==> src/rtl/remote_mole_player.sv <==
// Purpose : host-side whack-a-mole player; decodes game bytes from uart_rx, sends S/H via uart_tx.
// Latency : decoded byte effects visible 1 cycle after rx_ready; H issued REACT_CYCLES+1 after a mole byte.
// Backpr. : sends wait for tx_busy=0; tx_busy ignored on the cycle after tx_start, then waited out.
//
// Ports:
//   clock, reset        : system clock, synchronous active-high reset
//   start_req           : one-cycle start request (honoured in IDLE/DONE only)
//   rx_data, rx_ready   : received byte and its one-cycle strobe
//   tx_busy             : transmitter busy flag
//   tx_start, tx_data   : one-cycle send pulse and held send byte
//   game_running        : high from S issue until R received
//   mole_valid/index    : pending mole report and its index (0-4)
//   hits_acked, misses  : saturating per-game counters
//   proto_error         : one-cycle pulse on an illegal byte during play
module remote_mole_player #(
  parameter int REACT_CYCLES = 50_000_000,
  parameter int ACK_TIMEOUT  = 20_000_000
) (
  input  logic       clock,
  input  logic       reset,
  input  logic       start_req,
  input  logic [7:0] rx_data,
  input  logic       rx_ready,
  input  logic       tx_busy,
  output logic       tx_start,
  output logic [7:0] tx_data,
  output logic       game_running,
  output logic       mole_valid,
  output logic [2:0] mole_index,
  output logic [7:0] hits_acked,
  output logic [7:0] misses,
  output logic       proto_error
);

  typedef enum logic [2:0] {
    S_IDLE,
    S_SEND_START,
    S_WAIT_MOLE,
    S_REACT,
    S_SEND_HIT,
    S_WAIT_ACK,
    S_TX_GUARD,
    S_DONE
  } state_t;

  localparam logic [31:0] REACT_LOAD = 32'(REACT_CYCLES - 1);
  localparam logic [31:0] ACK_LOAD   = 32'(ACK_TIMEOUT - 1);

  state_t      r_state;
  state_t      r_ret;          // state to resume once the transmitter is idle again
  logic        r_guard_first;  // first TX_GUARD cycle: tx_busy not yet valid
  logic [31:0] r_cnt;          // shared reaction / ack-timeout down-counter

  logic        r_tx_start;
  logic [7:0]  r_tx_data;
  logic        r_game_running;
  logic        r_mole_valid;
  logic [2:0]  r_mole_index;
  logic [7:0]  r_hits;
  logic [7:0]  r_misses;
  logic        r_proto_error;

  logic        w_is_mole;
  logic        w_is_ack;
  logic        w_is_over;
  logic        w_is_illegal;
  logic [7:0]  w_hits_inc;
  logic [7:0]  w_misses_inc;
  state_t      w_guard_ret;

  assign w_is_mole    = rx_ready && (rx_data >= 8'h30) && (rx_data <= 8'h34);
  assign w_is_ack     = rx_ready && (rx_data == 8'h48);
  assign w_is_over    = rx_ready && (rx_data == 8'h52);
  assign w_is_illegal = rx_ready && !(w_is_mole || w_is_ack || w_is_over);

  assign w_hits_inc   = (r_hits   == 8'hFF) ? r_hits   : r_hits   + 8'd1;
  assign w_misses_inc = (r_misses == 8'hFF) ? r_misses : r_misses + 8'd1;

  // An echo arriving while still guarding the H send completes the hit,
  // so the guard then returns to WAIT_MOLE instead of WAIT_ACK.
  assign w_guard_ret  = (w_is_ack && r_ret == S_WAIT_ACK) ? S_WAIT_MOLE : r_ret;

  always_ff @(posedge clock) begin
    if (reset) begin
      r_state        <= S_IDLE;
      r_ret          <= S_WAIT_MOLE;
      r_guard_first  <= 1'b0;
      r_cnt          <= '0;
      r_tx_start     <= 1'b0;
      r_tx_data      <= 8'h00;
      r_game_running <= 1'b0;
      r_mole_valid   <= 1'b0;
      r_mole_index   <= 3'd0;
      r_hits         <= 8'd0;
      r_misses       <= 8'd0;
      r_proto_error  <= 1'b0;
    end else begin
      r_tx_start    <= 1'b0;
      r_proto_error <= w_is_illegal && r_game_running;

      case (r_state)
        S_IDLE, S_DONE: begin
          if (start_req) begin
            r_hits       <= 8'd0;
            r_misses     <= 8'd0;
            r_mole_valid <= 1'b0;
            // Send S straight away when the transmitter is free.
            if (!tx_busy) begin
              r_tx_start     <= 1'b1;
              r_tx_data      <= 8'h53;
              r_game_running <= 1'b1;
              r_ret          <= S_WAIT_MOLE;
              r_guard_first  <= 1'b1;
              r_state        <= S_TX_GUARD;
            end else begin
              r_state <= S_SEND_START;
            end
          end
        end

        S_SEND_START: begin
          // R before S has gone out is ignored.
          if (!tx_busy) begin
            r_tx_start     <= 1'b1;
            r_tx_data      <= 8'h53;
            r_game_running <= 1'b1;
            r_ret          <= S_WAIT_MOLE;
            r_guard_first  <= 1'b1;
            r_state        <= S_TX_GUARD;
          end
        end

        S_WAIT_MOLE: begin
          if (w_is_over) begin
            r_state        <= S_DONE;
            r_game_running <= 1'b0;
            r_mole_valid   <= 1'b0;
          end else if (w_is_mole) begin
            r_mole_index <= rx_data[2:0];
            r_mole_valid <= 1'b1;
            r_cnt        <= REACT_LOAD;
            r_state      <= S_REACT;
          end
        end

        S_REACT, S_SEND_HIT: begin
          if (w_is_over) begin
            r_state        <= S_DONE;
            r_game_running <= 1'b0;
            r_mole_valid   <= 1'b0;
          end else if (w_is_mole) begin
            r_mole_index <= rx_data[2:0];
            r_mole_valid <= 1'b1;
            r_cnt        <= REACT_LOAD;
            r_state      <= S_REACT;
          end else if (r_state == S_REACT && r_cnt != 32'd0) begin
            r_cnt <= r_cnt - 32'd1;
          end else if (!tx_busy) begin
            // Reaction expired (or already waiting in SEND_HIT): fire H now.
            r_tx_start    <= 1'b1;
            r_tx_data     <= 8'h48;
            r_mole_valid  <= 1'b0;
            r_cnt         <= ACK_LOAD;
            r_ret         <= S_WAIT_ACK;
            r_guard_first <= 1'b1;
            r_state       <= S_TX_GUARD;
          end else begin
            r_state <= S_SEND_HIT;
          end
        end

        S_WAIT_ACK: begin
          // R takes priority over a simultaneous timeout.
          if (w_is_over) begin
            r_state        <= S_DONE;
            r_game_running <= 1'b0;
            r_mole_valid   <= 1'b0;
          end else if (w_is_ack) begin
            r_hits  <= w_hits_inc;
            r_state <= S_WAIT_MOLE;
          end else if (w_is_mole) begin
            r_misses     <= w_misses_inc;
            r_mole_index <= rx_data[2:0];
            r_mole_valid <= 1'b1;
            r_cnt        <= REACT_LOAD;
            r_state      <= S_REACT;
          end else if (r_cnt == 32'd0) begin
            r_misses <= w_misses_inc;
            r_state  <= S_WAIT_MOLE;
          end else begin
            r_cnt <= r_cnt - 32'd1;
          end
        end

        S_TX_GUARD: begin
          if (w_is_over) begin
            r_state        <= S_DONE;
            r_game_running <= 1'b0;
            r_mole_valid   <= 1'b0;
            r_guard_first  <= 1'b0;
          end else if (w_is_mole) begin
            // A new mole while the H echo is outstanding means that hit was missed.
            if (r_ret == S_WAIT_ACK) begin
              r_misses <= w_misses_inc;
            end
            r_mole_index  <= rx_data[2:0];
            r_mole_valid  <= 1'b1;
            r_cnt         <= REACT_LOAD;
            r_guard_first <= 1'b0;
            r_state       <= S_REACT;
          end else begin
            if (w_is_ack) begin
              r_hits <= w_hits_inc;
            end
            r_ret <= w_guard_ret;
            // Ack timeout starts counting from the H pulse itself.
            if (r_ret == S_WAIT_ACK && r_cnt != 32'd0) begin
              r_cnt <= r_cnt - 32'd1;
            end
            r_guard_first <= 1'b0;
            if (!r_guard_first && !tx_busy) begin
              r_state <= w_guard_ret;
            end
          end
        end

        default: r_state <= S_IDLE;
      endcase
    end
  end

  assign tx_start     = r_tx_start;
  assign tx_data      = r_tx_data;
  assign game_running = r_game_running;
  assign mole_valid   = r_mole_valid;
  assign mole_index   = r_mole_index;
  assign hits_acked   = r_hits;
  assign misses       = r_misses;
  assign proto_error  = r_proto_error;

endmodule

==> config.mk <==
export PLATFORM = sky130hd
export DESIGN_NAME = remote_mole_player
export DESIGN_NICKNAME = d
export VERILOG_FILES = /design/src/rtl/remote_mole_player.sv
export SDC_FILE = /design/constraint.sdc
export NUM_CORES = 1
export LEC_CHECK = 0
export CAP_MARGIN = 20
export CORE_MARGIN = 4
export CORE_UTILIZATION = 50
export DETAILED_ROUTE_END_ITERATION = 10
export MAX_ROUTING_LAYER = met4
export PLACE_DENSITY_LB_ADDON = 0.2
export SKIP_LAST_GASP = 1
export SYNTH_ARGS = -nofsm -noshare
export SYNTH_HDL_FRONTEND = slang
export SYNTH_SLANG_ARGS = --single-unit
==> constraint.sdc <==
create_clock -name clock -period 6 [get_ports clock]
set_clock_uncertainty 0.15 [all_clocks]
set_input_delay 1.2 -clock clock [delete_from_list [all_inputs] [get_ports clock]]
set_output_delay 1.2 -clock clock [all_outputs]
set_load 0.01 [all_outputs]
== After elaboration in Yosys (flattened, before gate mapping) ==
Index checks and enable logic that the tools add are counted.

* Register bits: 70
* Bits of input ports: 13

* Mux-type cells: 95
* $lt $le $gt $ge: 2
* Equal/unequal tests: 38
* Reductions and logical operators: 39
* Add/sub/neg operators: 3

{| class="wikitable"
|+ Operator list
! cell !! number
|-
| $mux W32 || 13
|-
| $mux W8 || 20
|-
| $pmux W32 S4 || 1
|-
| $mux W3 || 28
|-
| $pmux W8 S3 || 3
|-
| $logic_not A32 Y1 || 1
|-
| $reduce_bool A32 Y1 || 1
|-
| $sub A32 B1 Y32 const B || 1
|-
| $ne A2 B2 Y1 const B || 15
|-
| $mux W1 || 22
|-
| $pmux W3 S6 || 1
|-
| $add A8 B1 Y8 const B || 2
|-
| $eq A8 B7 Y1 const B || 2
|-
| $eq A8 B8 Y1 const B || 2
|-
| $ne A4 B4 Y1 const B || 4
|-
| $reduce_and A8 Y1 || 2
|-
| $eq A3 B3 Y1 const B || 5
|-
| $ne A3 B3 Y1 const B || 5
|-
| $reduce_and A5 Y1 || 3
|-
| $pmux W3 S4 || 1
|-
| $reduce_and A6 Y1 || 2
|-
| $reduce_bool A4 Y1 || 3
|-
| $logic_and A1 B1 Y1 || 10
|-
| $reduce_and A10 Y1 || 1
|-
| other kinds (20) || 29
|}

== Logic depth before layout (Yosys ltp) ==
* Word-level depth: 8
* Mapped depth: 10
* Mapped depth without buffers: 9

== Worst setup path after synthesis ==
Ideal clock, no wire load.

* Kind: in2reg
* Start: input rx_data[4]
* End: register r_hits[7], in the netlist hits_acked[7]
* Data arrival time: 2.917 ns
* Path slack: 2.805 ns
* Stages on the path: 7
* Required time: 5.722 ns
* Library setup time: 0.128 ns
* Cell sequence: nand4bb_1 or4b_1 a41o_1 a31o_2 nor4_1 xnor2_1 nor2_1

* Cells in the longest elaborated chain, start to end: 6

{| class="wikitable"
|+ RTL lines
! item !! line !! text
|-
| from (decl) || 22 || <nowiki>input logic [7:0] rx_data,</nowiki>
|-
| branches (longest 6 deep; another with $ge A8 B6 Y1) || n/a ||
|-
| to (signal assigned) || 179 || <nowiki>r_hits <= w_hits_inc;</nowiki>
|-
| to (signal assigned) || 213 || <nowiki>r_hits <= w_hits_inc;</nowiki>
|-
| to (decl) || 59 || <nowiki>logic [7:0] r_hits;</nowiki>
|}

Several ways; the timed one is not identified. The select of a mux whose other input is x is not followed.
A chain may end at the register's enable or synchronous reset.

== Worst setup path after layout ==
* Start: input rx_data[0]
* End: register r_cnt[27]

* Cells in the longest elaborated chain, start to end: 7

{| class="wikitable"
|+ RTL lines
! item !! line !! text
|-
| $ge A8 B6 Y1 || 71 || <nowiki>assign w_is_mole = rx_ready && (rx_data >= 8'h30) && (rx_data <= 8'h34);</nowiki>
|-
| $logic_and A1 B1 Y1 (2 in a row) || 71 ||
|-
| $mux W32 || 181 || <nowiki>end else if (w_is_mole) begin</nowiki>
|-
| $mux W32 || 178 || <nowiki>end else if (w_is_ack) begin</nowiki>
|-
| $mux W32 || 174 || <nowiki>if (w_is_over) begin</nowiki>
|-
| $pmux W32 S4 || 101 || <nowiki>case (r_state)</nowiki>
|-
| to (signal assigned) || 157 || <nowiki>r_cnt <= r_cnt - 32'd1;</nowiki>
|-
| to (signal assigned) || 191 || <nowiki>r_cnt <= r_cnt - 32'd1;</nowiki>
|-
| to (signal assigned) || 218 || <nowiki>r_cnt <= r_cnt - 32'd1;</nowiki>
|-
| to (decl) || 52 || <nowiki>logic [31:0] r_cnt;</nowiki>
|}

Parallel ways exist; a longest one is shown, timed or not. The select of a mux whose other input is x is not followed.

==> impl_metrics.tcl <==
set metrics [dict create \
    status "completed" \
    synth.avg_cell_area_um2 7.598 \
    cts_tree "yes" \
    tightest_slew_ns 1.022 \
    core_mm2 0.007727 \
    placed_cell_area_mm2 0.004369 \
    clock-sinks 65 \
    synth_edf_count 0 \
    drive_gt1_frac 0.06341 \
    ctsHoldBuffers 0 \
    dp_slack_ns 1.616 \
    drtPass1Iterations 5 \
    fin_crit_sh 0.6392 \
    post-route-min-period_ns 3.835 \
    worstSkewPairLatency_ns 0.35 \
    start_util 0.5133 \
    cts_root_buf "clkbuf_8" \
    ys_top_cells_by_area "dfxtp_1, a21oi_1, nor2_1, nand2_1, o21ai_0" \
    path_class "in -> reg" \
    relSlewSlack 0.3139 \
    detail-route-antenna-nets 0 \
    cap_viol_max_count 0 \
    routedWlPerCell_um 16.34 \
    synthTopCellsByCount "dfxtp_1, nor2_1, a21oi_1" \
    wl_um 10690 \
    holdWs_ns 0.2941 \
    netlist.area_leader.share 0.3281 \
    holdPathStages 2 \
    final_nets 564 \
    slew_viol_final 0 \
    drt_iter0_markers 354 \
    grt_max_degree 54 \
    cts_setup_buffers 0 \
    dieArea_mm2 0.009422 \
    synth_cell_types 74 \
    syn-cell-area_mm2 0.003966 \
    ys.flop_type "dfxtp_1" \
    die_w_um 97.07 \
    hold_end "tx_data[6]" \
    antenna_found_initial 0 \
    clockBufferDepth 2 \
    grt_first_pass_wirelength_um 18110 \
    route.detailed.drc 0 \
    track_usage 0.2336 \
    port_buffers 40 \
    p_leak_nw 1.495 \
    synth-seq-cells 65 \
    yosys_warnings 0 \
    hpwlAfterDp_um 7321 \
    crit_path_start_kind "input pin" \
    rr_endpoint "r_cnt[27]" \
    grt_pass1_vias 3795 \
    diodes 0 \
    htree_levels 3 \
    power_density_mw_per_mm2 461.7 \
    rr_startpoint "r_state[0]" \
    syn_inst 522 \
    via_per_inst 6.263 \
    fillers 699 \
    overflow 0 \
    crit_fanout 11 \
    area_growth_pct 14.89 \
    vias 4096 \
    reg2reg_slack_ns 2.51 \
    yosys.cell_count.top_type "dfxtp_1" \
    num_rows 32 \
    finalSetupViolCount 0 \
    finalHoldViolCount 0 \
    setup_slack_ns 2.165 \
    rsz0062_at_grt "false" \
    endpoint_kind "register" \
    cp_data_arrival_time_ns 3.95 \
    boundaryPins 44 \
    cts_made_buffers 9 \
    async_flop_share 0 \
    place_congestion 0.9483 \
    path_clk_slew_ns 0.07 \
    cp_data_required_time_ns 6.12 \
    dieHeight_um 97.07 \
    reg2reg_depth 7 \
    max_freq_mhz 260.7 \
    cts.repair.resized 0 \
    min_from "tx_data[6]" \
    final_area_mm2 0.004557 \
    yosys.area.top_type "dfxtp_1" \
    yosysSeqAreaShare 0.3281 \
    finalPower_mw 2.104 \
    hold_class "reg -> reg" \
    tns_ns 0 \
    vdd_drop_max_mv 0.2158 \
]
-- power by group --
group          internal (mW)  leakage [nW]  switching, mW  total [mW]
clock network          0.171        0.0895          0.168       0.339
logic                  0.411         0.875          0.687        1.10
registers              0.532         0.531          0.136       0.668
-- placed cells by master, fill, tap and decap left out, types with 3 or more instances in the layout --
cell and count:
dfxtp_1 65, nor2_1 59, a21oi_1 57, nand2_1 50, clkdlybuf4s50_1 39, o21ai_0 33, nor3_1 22, nand3_1 18
o21ai_1 17, nor4_1 11, clkbuf_8 11, inv_1 10, or3_1 10, a211oi_1 10, a31oi_1 9, a311oi_1 8
or4_1 7, xnor2_1 7, o21a_1 5, o31ai_1 5, nor3b_1 4, mux2i_1 4, and2_1 4, nor2b_1 4
nand4bb_1 3, nor3_2 3, nand2b_1 3, nand3b_1 3, or4b_1 3, or2_1 3, nand4b_1 3, ha_1 3
conb_1 3
-- sequential cells by signal, summed over array words and instances, names as in the netlist, 3 cells and up --
register	count
r_state	3
tx_data	3
misses	8
r_ret	3
hits_acked	8
r_cnt	32
mole_index	3
-- layout make-up --
cell class / instances / area (um2) / area share
flip-flops and latches: 65 / 1301 / 0.2856
well taps: 102 / 127.6 / 0.02801
repair buffers: 43 / 425.4 / 0.09336
inverters: 11 / 41.29 / 0.009061
multi-input cells: 418 / 2489 / 0.5461
clock inverters: 2 / 13.76 / 0.003020
clock buffers: 13 / 158.9 / 0.03487
-- per-layer routing --
layer,share of wire,GRT usage
met1,0.45,0.3075
met2,0.45,0.3450
met3,0.072,0.05456
met4,0.023,0.09719
met5,0,-
-- cells by family after synthesis --
kind of cell,synth area share
other cells,0.0009455
simple gates,0.3158
buf+inv,0.04637
flops,0.3281
fa+ha+maj,0.009465
xor+xnor,0.01767
mux,0.01577
compound gates,0.2659
-- stage by stage --
| stage | util | instances |
|---|---|---|
| global placement | 0.5654 | 638 |
| detailed placement | 0.5654 | 638 |
| CTS | 0.5878 | 653 |
| finish | 0.5897 | 654 |
| floorplan | - | 524 |
| global route | 0.5897 | 654 |
-- worst max path at each step --
stage / startpoint / endpoint / slack, ns / depth (start not counted)
after CTS: rx_data[3] / r_cnt[30] / 1.94 / 6
after detailed placement: rx_data[3] / r_cnt[30] / 1.62 / 6
after floorplan: rx_data[4] / hits_acked[7] / 2.81 / 7
after global routing: rx_data[1] / r_cnt[27] / 1.99 / 8
after global placement: rx_data[3] / r_cnt[30] / 1.77 / 6
final: rx_data[0] / r_cnt[27] / 2.16 / 8
-- critical path: stages --
cell and delay, ns:
clkdlybuf4s50_1 0.61, o21a_1 0.22, nor3_1 0.14, a21oi_1 0.18, and2_1 0.46, nand3_1 0.40, or4_1 0.58, a21oi_1 0.14
No activity file was read; power rests on OpenSTA's default activity.
